==> src/rtl/mux_sched_pkg.sv <==
// Shared types and sizing helpers for the round-robin mux scheduler.
// Both the top level and the priority encoder import this package.
package mux_sched_pkg;

   typedef enum logic {IDLE, BUSY} sched_state_t;

   localparam int DEFAULT_N = 8;

   function automatic int idx_width(input int n);
      return (n > 2) ? $clog2(n) : 1;
   endfunction

   localparam int DEFAULT_IW = idx_width(DEFAULT_N);

endpackage

==> src/rtl/rr_pick.sv <==
// Rotating-priority encoder: returns the first asserted request found when
// scanning ptr, ptr+1, ... modulo N.
module rr_pick
   import mux_sched_pkg::*;
#(
   parameter int N  = DEFAULT_N,
   parameter int IW = idx_width(N)
)
(
   input  logic [N-1:0]  req,
   input  logic [IW-1:0] ptr,
   output logic [IW-1:0] idx,
   output logic          found
);

   logic [IW-1:0] w_cand [N];
   logic [N-1:0]  w_hit;

   // w_cand[gi] is the requester index sitting gi places after ptr
   genvar gi;
   generate
      for (gi = 0; gi < N; gi++) begin : g_off
         logic [IW:0] w_sum;
         assign w_sum       = {1'b0, ptr} + (IW+1)'(gi);
         assign w_cand[gi]  = (w_sum >= (IW+1)'(N)) ? IW'(w_sum - (IW+1)'(N)) : IW'(w_sum);
         assign w_hit[gi]   = req[w_cand[gi]];
      end
   endgenerate

   always_comb begin
      idx   = '0;
      found = 1'b0;
      for (int k = N - 1; k >= 0; k--) begin
         if (w_hit[k]) begin
            idx   = w_cand[k];
            found = 1'b1;
         end
      end
   end

endmodule

==> src/rtl/mux_rr_scheduler.sv <==
// Round-robin scheduler sharing one N:1 mux output among N requesters, with
// a valid/ready downstream handshake and a per-grant transfer quantum.
module mux_rr_scheduler
   import mux_sched_pkg::*;
#(
   parameter int N       = 8,
   parameter int W       = 1,
   parameter int QUANTUM = 4
)
(
   input  logic                  clk,
   input  logic                  reset,
   input  logic [N-1:0]          req,
   input  logic [N*W-1:0]        x,
   output logic [$clog2(N)-1:0]  ss,
   output logic [N-1:0]          gnt,
   output logic [W-1:0]          y,
   output logic                  y_valid,
   input  logic                  y_ready,
   output logic [N-1:0]          ack
);

   localparam int IW = $clog2(N);
   localparam int CW = (QUANTUM > 1) ? $clog2(QUANTUM) : 1;

   sched_state_t  r_state;
   logic [IW-1:0] r_ptr;
   logic [IW-1:0] r_ss;
   logic [CW-1:0] r_cnt;
   logic [N-1:0]  r_gnt;

   logic [W-1:0]  w_x [N];
   logic [IW-1:0] w_pick_idx;
   logic          w_pick_found;
   logic          w_xfer;
   logic          w_last;
   logic          w_release;
   logic [IW-1:0] w_ptr_next;

   genvar gi;
   generate
      for (gi = 0; gi < N; gi++) begin : g_unpack
         assign w_x[gi] = x[gi*W +: W];
      end
   endgenerate

   rr_pick #(
      .N  (N),
      .IW (IW)
   ) u_pick (
      .req   (req),
      .ptr   (r_ptr),
      .idx   (w_pick_idx),
      .found (w_pick_found)
   );

   assign y       = w_x[r_ss];
   // Reset abandons any handshake in flight, so no valid/ack while it is high
   assign y_valid = ~reset & (r_state == BUSY) & req[r_ss];
   assign w_xfer  = y_valid & y_ready;
   assign ack     = w_xfer ? r_gnt : '0;
   assign ss      = r_ss;
   assign gnt     = r_gnt;

   assign w_last     = (r_cnt == CW'(QUANTUM - 1));
   assign w_release  = (r_state == BUSY) & (w_xfer ? w_last : ~req[r_ss]);
   assign w_ptr_next = (r_ss == IW'(N - 1)) ? '0 : r_ss + IW'(1);

   always_ff @(posedge clk) begin
      if (reset) begin
         r_state <= IDLE;
         r_ptr   <= '0;
         r_ss    <= '0;
         r_cnt   <= '0;
         r_gnt   <= '0;
      end else begin
         case (r_state)
            IDLE: begin
               if (w_pick_found) begin
                  r_ss    <= w_pick_idx;
                  r_cnt   <= '0;
                  r_gnt   <= N'(1) << w_pick_idx;
                  r_state <= BUSY;
               end
            end
            BUSY: begin
               // Every release passes through IDLE, giving one bubble cycle
               if (w_release) begin
                  r_ptr   <= w_ptr_next;
                  r_gnt   <= '0;
                  r_state <= IDLE;
               end else if (w_xfer) begin
                  r_cnt <= r_cnt + CW'(1);
               end
            end
            default: r_state <= IDLE;
         endcase
      end
   end

endmodule
==> config.mk <==
export PLATFORM = sky130hd
export DESIGN_NAME = mux_rr_scheduler
export DESIGN_NICKNAME = d
export VERILOG_FILES = /design/src/rtl/mux_sched_pkg.sv /design/src/rtl/rr_pick.sv /design/src/rtl/mux_rr_scheduler.sv
export SDC_FILE = /design/constraint.sdc
export NUM_CORES = 1
export LEC_CHECK = 0
export CELL_PAD_IN_SITES_DETAIL_PLACEMENT = 2
export CELL_PAD_IN_SITES_GLOBAL_PLACEMENT = 2
export CORE_MARGIN = 2
export CORE_UTILIZATION = 25
export CTS_BUF_LIST = sky130_fd_sc_hd__clkbuf_2
export CTS_CLUSTER_DIAMETER = 60
export DETAILED_ROUTE_END_ITERATION = 7
export PLACE_DENSITY_LB_ADDON = 0.05
export SLEW_MARGIN = 20
export SYNTH_ARGS = -nofsm -noshare
export SYNTH_HDL_FRONTEND = slang
export SYNTH_SLANG_ARGS = --single-unit
==> constraint.sdc <==
create_clock -name clk -period 4.6 [get_ports clk]
set_clock_uncertainty 0.1 [all_clocks]
set_input_delay 0.69 -clock clk [delete_from_list [all_inputs] [get_ports clk]]
set_output_delay 0.69 -clock clk [all_outputs]
set_load 0.01 [all_outputs]
---- After elaboration in Yosys (flattened, before gate mapping) ----
Index checks and enable logic that the tools add are counted.
storage, ports and cells
  bits in writable memories ............... 0
  memories kept ........................... 0
  bits of input ports ..................... 19
  memory bits (read-only) ................. 0
  output and inout port bits .............. 21
  logic and storage cells ................. 117
  bits in latches ......................... 0
  flip-flop bits (word level) ............. 17
operators by class
  shift operators ......................... 1
  mux-type cells .......................... 58
  multiply operators ...................... 0
  $lt $le $gt $ge ......................... 18
  reduce and logical (&&, ||, !) cells .... 4
  div/mod/pow operators ................... 0
  add/sub/neg operators ................... 17
  equality and inequality tests ........... 6
  bitwise operators ....................... 8
operators by type and width
  kind                                                    number
  two-way mux 3 bit                                       17
  < comparator 3 x 4 -> 1 bit (second input constant)     9
  >= comparator 4 bit (second input constant)             8
  binary-select mux 1 bit (select 3 bit)                  10
  two-way mux 8 bit                                       3
  subtractor 3 x 1 -> 3 bit (second input constant)       8
  two-way mux 1 bit                                       22
  adder 3 x 3 -> 4 bit (second input constant)            4
  case mux 8 bit (2 select lines)                         1
  adder 3 x 2 -> 4 bit (second input constant)            2
  << shifter 1 x 3 -> 8 bit (first input constant)        1
  two-way mux 2 bit                                       3
  inequality test 2 x 1 -> 1 bit (second input constant)  3
  AND reduction 2 bit                                     3
  adder 3 x 1 -> 4 bit (second input constant)            1
  bitwise AND 1 bit                                       4
  >= comparator 3 x 4 -> 1 bit (second input constant)    1
  inverter 3 -> 4 bit                                     1
  case mux 2 bit (2 select lines)                         1
  adder 3 x 1 -> 3 bit (second input constant)            1
  == test 3 bit (second input constant)                   1
  inverter 1 bit                                          3
  AND reduction 3 bit                                     1
  adder 2 x 1 -> 2 bit (second input constant)            1
  3 further kinds                                         3

---- Logic depth before layout (Yosys ltp) ----
  depth in word-level cells ............... 16
  mapped depth ............................ 12

---- Hierarchy ----
From an unflattened synthesis, not the netlist that was laid out.
second synthesis, totals
  cells, all modules ...................... 211
  area, all modules ....................... 1961.9 µm²
modules (own cells, without submodules)
  module            sequential area each (µm²)  area an instance (µm²)  times used  cells an instance
  mux_rr_scheduler  340.3                       1156.1                  1           131
  rr_pick           0.0                         805.8                   1           80

---- Worst setup path after synthesis ----
OpenSTA, ideal clock, no wires.
  kind .................................... flip-flop to flip-flop
  start point ............................. reg r_ptr[1]
  end point ............................... reg r_gnt[3] (netlist: gnt[3])
  path slack .............................. 1.427 ns
  arrival ................................. 2.981 ns
  buffers on the path ..................... 3
  clock period less this slack ............ 3.173 ns
  library setup time ...................... 0.092 ns
  cell stages (with the launch flop) ...... 12
  path through ............................ dfxtp_1 buf_2 buf_2 inv_1 ha_1 buf_6 mux4_2 mux2_4 or3_1 a31o_1 o211a_2 o32ai_1
on the way
  cells in the longest elaborated chain, start to end .. 16
  elaborated cells on any way between the ends .. 68
ends and longest elaborated chain
  item                                                              line                    RTL
  start: declaration                                                mux_rr_scheduler.sv:27  logic [IW-1:0] r_ptr;
  start signal: assignment                                          mux_rr_scheduler.sv:89  r_ptr <= w_ptr_next;
  adder 3 x 3 -> 4 bit                                              rr_pick.sv:24           assign w_sum = {1'b0, ptr} + (IW+1)'(gi);
  >= comparator 4 bit or subtractor 3 x 1 -> 3 bit (tied branches)  rr_pick.sv:25           assign w_cand[gi] = (w_sum >= (IW+1)'(N)) ? IW'(w_sum - (IW+1)'(N)) : IW'(w_sum);
  two-way mux 3 bit                                                 rr_pick.sv:25
  binary-select mux 1 bit (select 3 bit)                            rr_pick.sv:26           assign w_hit[gi] = req[w_cand[gi]];
  two-way mux 1 bit (not written as such)                           rr_pick.sv:26
  two-way mux 3 bit (8 in a row)                                    rr_pick.sv:34           if (w_hit[k]) begin
  << shifter 1 x 3 -> 8 bit                                         mux_rr_scheduler.sv:82  r_gnt <= N'(1) << w_pick_idx;
  two-way mux 8 bit                                                 mux_rr_scheduler.sv:79  if (w_pick_found) begin
  case mux 8 bit (2 select lines)                                   mux_rr_scheduler.sv:77  case (r_state)
  end signal: assignment                                            mux_rr_scheduler.sv:82
  end: declaration                                                  mux_rr_scheduler.sv:30  logic [N-1:0] r_gnt;
Parallel ways exist; a longest one is shown, timed or not. The select of a mux whose other input is x is not followed.
A chain may end at the register's enable or synchronous reset.

---- Worst setup path after layout ----
  start point ............................. in req[3]
  end point ............................... out ack[3]
on the way
  cells in the longest elaborated chain, start to end .. 5
ends and longest elaborated chain
  item                                     line                    RTL
  start: declaration                       mux_rr_scheduler.sv:13  input logic [N-1:0] req,
  binary-select mux 1 bit (select 3 bit)   mux_rr_scheduler.sv:59  assign y_valid = ~reset & (r_state == BUSY) & req[r_ss];
  two-way mux 1 bit (not written as such)  mux_rr_scheduler.sv:59
  bitwise AND 1 bit                        mux_rr_scheduler.sv:59
  bitwise AND 1 bit                        mux_rr_scheduler.sv:60  assign w_xfer = y_valid & y_ready;
  two-way mux 8 bit                        mux_rr_scheduler.sv:61  assign ack = w_xfer ? r_gnt : '0;
  end: declaration                         mux_rr_scheduler.sv:20  output logic [N-1:0] ack
Every way passes these cells. The select of a mux whose other input is x is not followed.

==> flow_summary.html <==
<table>
<tr><th>Metric</th><th>Value</th></tr>
<tr><th colspan="2">Place</th></tr>
<tr><td>Number of I/O port buffers</td><td>39</td></tr>
<tr><td>Placed cell count</td><td>about 350</td></tr>
<tr><td>Sum of net half-perimeters after detailed placement</td><td>~5400 um</td></tr>
<tr><td>Routability cong.</td><td>0.776</td></tr>
<tr><th colspan="2">Synth</th></tr>
<tr><td>Syn_nets</td><td>247</td></tr>
<tr><td>Dominant synthesized flop cell</td><td>dfxtp_1</td></tr>
<tr><td>Number of instances in the synthesized netlist</td><td>223</td></tr>
<tr><td>Synthesized flop and latch total</td><td>17</td></tr>
<tr><td>Yosys Warn Count</td><td>0</td></tr>
<tr><td>Netlist area before placement</td><td>slightly above 2000 um2</td></tr>
<tr><td>Fraction of the yosys area taken by sequential cells</td><td>0.167</td></tr>
<tr><td>Number of library cell types mapped by synthesis</td><td>49</td></tr>
<tr><td>EDFF count, synth</td><td>0</td></tr>
<tr><td>Mapped Avg Cell Area</td><td>approximately 9.1 um2</td></tr>
<tr><td>Async set-reset flop share out of synthesis</td><td>0</td></tr>
<tr><th colspan="2">Routing</th></tr>
<tr><td>Routed length per placed instance</td><td>20.0 um</td></tr>
<tr><td>Violation count after the first detailed-routing iteration</td><td>76</td></tr>
<tr><td>Detail Route Antenna Nets</td><td>0</td></tr>
<tr><td>DRT met1 WL</td><td>3390 um</td></tr>
<tr><td>Highest routed layer</td><td>met4</td></tr>
<tr><td>Routed wire length on met2</td><td>around 3600 um</td></tr>
<tr><td>Detailed Route WL</td><td>approximately 7100 um</td></tr>
<tr><td>Remaining design rule violation count</td><td>0</td></tr>
<tr><td>Number of vias per cell</td><td>5.54</td></tr>
<tr><td>Met3 WL</td><td>roughly 95 um</td></tr>
<tr><td>Total number of vias</td><td>1954</td></tr>
<tr><td>First drt pass iteration count</td><td>4</td></tr>
<tr><th colspan="2">STA</th></tr>
<tr><td>Highest attainable clock frequency</td><td>0.273 GHz</td></tr>
<tr><td>Crit share post-route</td><td>0.797</td></tr>
<tr><td>Setup repair after global routing missed its margin</td><td>false</td></tr>
<tr><td>Final period demand of the worst path</td><td>about 3700 ps</td></tr>
<tr><td>Worst slew pin tran</td><td>~740 ps</td></tr>
<tr><td>Sum of negative setup slack</td><td>0 ps</td></tr>
<tr><td>Final number of setup-violating endpoints</td><td>0</td></tr>
<tr><td>Final hold vios</td><td>0</td></tr>
<tr><td>Slew Limit Headroom</td><td>0.506</td></tr>
<tr><td>Max-slew violation total from the final report</td><td>0</td></tr>
<tr><th colspan="2">Final layout</th></tr>
<tr><td>Layout cells sized above 1</td><td>0.195</td></tr>
<tr><td>Net count, final</td><td>around 280</td></tr>
<tr><td>Fillers</td><td>~890</td></tr>
<tr><td>Post-Layout Cell Count</td><td>around 350</td></tr>
<tr><td>Area Growth Syn to Fin</td><td>24.6%</td></tr>
<tr><td>Antenna cell count</td><td>0</td></tr>
<tr><th colspan="2">Run</th></tr>
<tr><td>Number of violations of the max-capacitance limit</td><td>0</td></tr>
<tr><th colspan="2">Worst setup path</th></tr>
<tr><td>Critical Path Source Type</td><td>primary input</td></tr>
<tr><td>Data required time of the worst path</td><td>about 3800 ps</td></tr>
<tr><td>CP max FO</td><td>12</td></tr>
<tr><td>Path type of the worst setup path</td><td>primary input to primary output</td></tr>
<tr><td>Critical Path Sink Type</td><td>primary output</td></tr>
<tr><td>Endpoint arrival time on the critical path</td><td>roughly 2900 ps</td></tr>
<tr><th colspan="2">Floorplanning</th></tr>
<tr><td>I/O pin count</td><td>40</td></tr>
<tr><td>Overall die width</td><td>roughly 94 um</td></tr>
<tr><td>Core footprint</td><td>7810 um2</td></tr>
<tr><td>Number of rows in the core area</td><td>32</td></tr>
<tr><td>Effective utilization at floorplan</td><td>0.261</td></tr>
<tr><td>Total Die Area</td><td>8880 um2</td></tr>
<tr><td>Die height</td><td>94.2 um</td></tr>
<tr><th colspan="2">Power and ir drop</th></tr>
<tr><td>Peak supply drop</td><td>around 110 uV</td></tr>
<tr><td>Final total power</td><td>0.900 mW</td></tr>
<tr><td>PD cells</td><td>355 nW/um2</td></tr>
<tr><td>Pleak</td><td>about 0.85 nW</td></tr>
<tr><th colspan="2">Clocking</th></tr>
<tr><td>Maximum buffer depth of the clock tree</td><td>2</td></tr>
<tr><td>Count of clock tree sinks</td><td>17</td></tr>
<tr><td>TritonCTS buffer count</td><td>3</td></tr>
<tr><td>Clock-pin slew of the registers on the worst-case setup and hold paths</td><td>170 ps</td></tr>
<tr><td>Count of hold-fix buffers inserted at cts</td><td>0</td></tr>
<tr><td>Buffer count from post-CTS setup fixing</td><td>0</td></tr>
<tr><td>H-tree lvl count</td><td>1</td></tr>
<tr><td>Clock tree from TritonCTS</td><td>built</td></tr>
<tr><td>Latest clock arrival within the worst-skew pair</td><td>roughly 290 ps</td></tr>
<tr><td>Root buffer selected by CTS</td><td>clkbuf_2</td></tr>
<tr><td>Count of cells resized by post-cts repair</td><td>0</td></tr>
<tr><th colspan="2">GRT</th></tr>
<tr><td>Via count of the first global-routing pass</td><td>2123</td></tr>
<tr><td>Initial antenna violation count</td><td>0</td></tr>
<tr><td>Grt ovf</td><td>0</td></tr>
<tr><td>Wire length of the first global-routing pass</td><td>11700 um</td></tr>
<tr><td>All-layer global routing usage</td><td>0.167</td></tr>
<tr><td>Largest net degree at the start of global routing</td><td>26</td></tr>
<tr><th colspan="2">Min path</th></tr>
<tr><td>Worst hold path type</td><td>register to register</td></tr>
<tr><th colspan="2">Run status</th></tr>
<tr><td>Outcome</td><td>finished, final reports clean</td></tr>
</table>
-- logic make-up after synthesis --
group | synth area share
buffers and inverters | 0.0842
adder cells (fa/ha/maj) | 0.0307
XOR/XNOR | 0.0129
AND/OR/NAND/NOR | 0.132
multiplexers | 0.356
flip-flops | 0.167
AO/OA/AOI/OAI | 0.217
-- state kept, by name (all words and copies together), names as in the netlist --
signal,count
r_cnt,2
gnt,8
r_ptr,3
r_state,1
ss,3
-- report_power, final --
part / total (mW) / internal (mW) / switching [mW]
clock network: 0.0717 / 0.0230 / 0.0486
logic: 0.623 / 0.294 / 0.329
registers: 0.206 / 0.172 / 0.0335
total: 0.900 / 0.490 / 0.411
-- critical path, cell delays in order --
cell and delay (ps):
clkdlybuf4s50_1 420, mux4_2 490, mux2_2 320, nand3_1 350
nor3_1 100, clkdlybuf4s50_1 500
-- metal layers --
metal	track usage	up-vias
li1	-	927
met1	0.231	1006
met2	0.291	19
met3	0.00883	2
met4	0.0290	0
met5	0	-
-- per-stage QoR --
step,hold slack [ps],util,setup slack [ps],area [um2]
6_report,410,0.325,934,2540
5_1_grt,456,0.325,813,2540
4_1_cts,413,0.325,906,2540
3_5_place_dp,388,0.322,893,2520
3_3_place_gp,380,0.322,926,2520
2_1_floorplan,377,-,1430,2040
-- cells in the mapped netlist (2+ instances only) --
cell type  count  area (um2)
o22a_1         2        17.5
or3_1          5        31.3
a211oi_1       3        22.5
mux2_2         9         101
nor3_1        10        50.1
o32ai_1        8        70.1
inv_1         13        48.8
clkbuf_1      19        71.3
a221oi_1       3        26.3
o211ai_1       3        22.5
buf_6          2        22.5
ha_1           5        62.6
o211a_1        2        20.0
a21oi_1       10        50.1
nand2b_1       5        31.3
o22ai_1        2        12.5
o21ai_0        4        20.0
xnor2_1        2        17.5
a31o_2         2        17.5
mux4_2        19         428
nand4_1        2        12.5
a31o_1         2        17.5
nand3_1        3        15.0
nor2_1        10        37.5
dfxtp_1       17         340
buf_2          5        25.0
a32o_1         2        20.0
a31oi_1        2        12.5
o2111ai_1      3        26.3
a21o_1         2        15.0
mux2i_1       14         140
nand2_1       15        56.3
a311oi_1       2        17.5
-- layout make-up --
class / instances / area (um2) / area share
multi-input combinational: 166 / 1520 / 0.601
timing repair buffer: 50 / 473 / 0.186
sequential: 17 / 340 / 0.134
tap: 102 / 128 / 0.0503
inverter: 14 / 52.6 / 0.0207
clock buffer: 4 / 20.0 / 0.00789
-- cell usage in the layout (no fill, tap or decap), types with 4 or more instances in the layout --
cell type and n:
mux2_2 9, buf_4 11, nor2_1 10, inv_1 13, a21oi_1 10, ha_1 5
mux2i_1 14, nand2b_1 5, dfxtp_1 17, clkdlybuf4s50_1 39, nand2_1 15, mux4_2 19
o21ai_0 4, o32ai_1 8, clkbuf_2 4, nor3_1 10, or3_1 5
-- worst paths after layout --
path | from | endpoint | slack (ps) | depth (start not counted)
worst max-delay path | req[3] | ack[3] | 930 | 6
worst min-delay path | gnt[1] | gnt[1] | 410 | 2
worst max register to register | r_ptr[0] | gnt[4] | 1070 | 8
worst min register to register | gnt[1] | gnt[1] | 410 | 2
(Power assumes the default switching activity.)
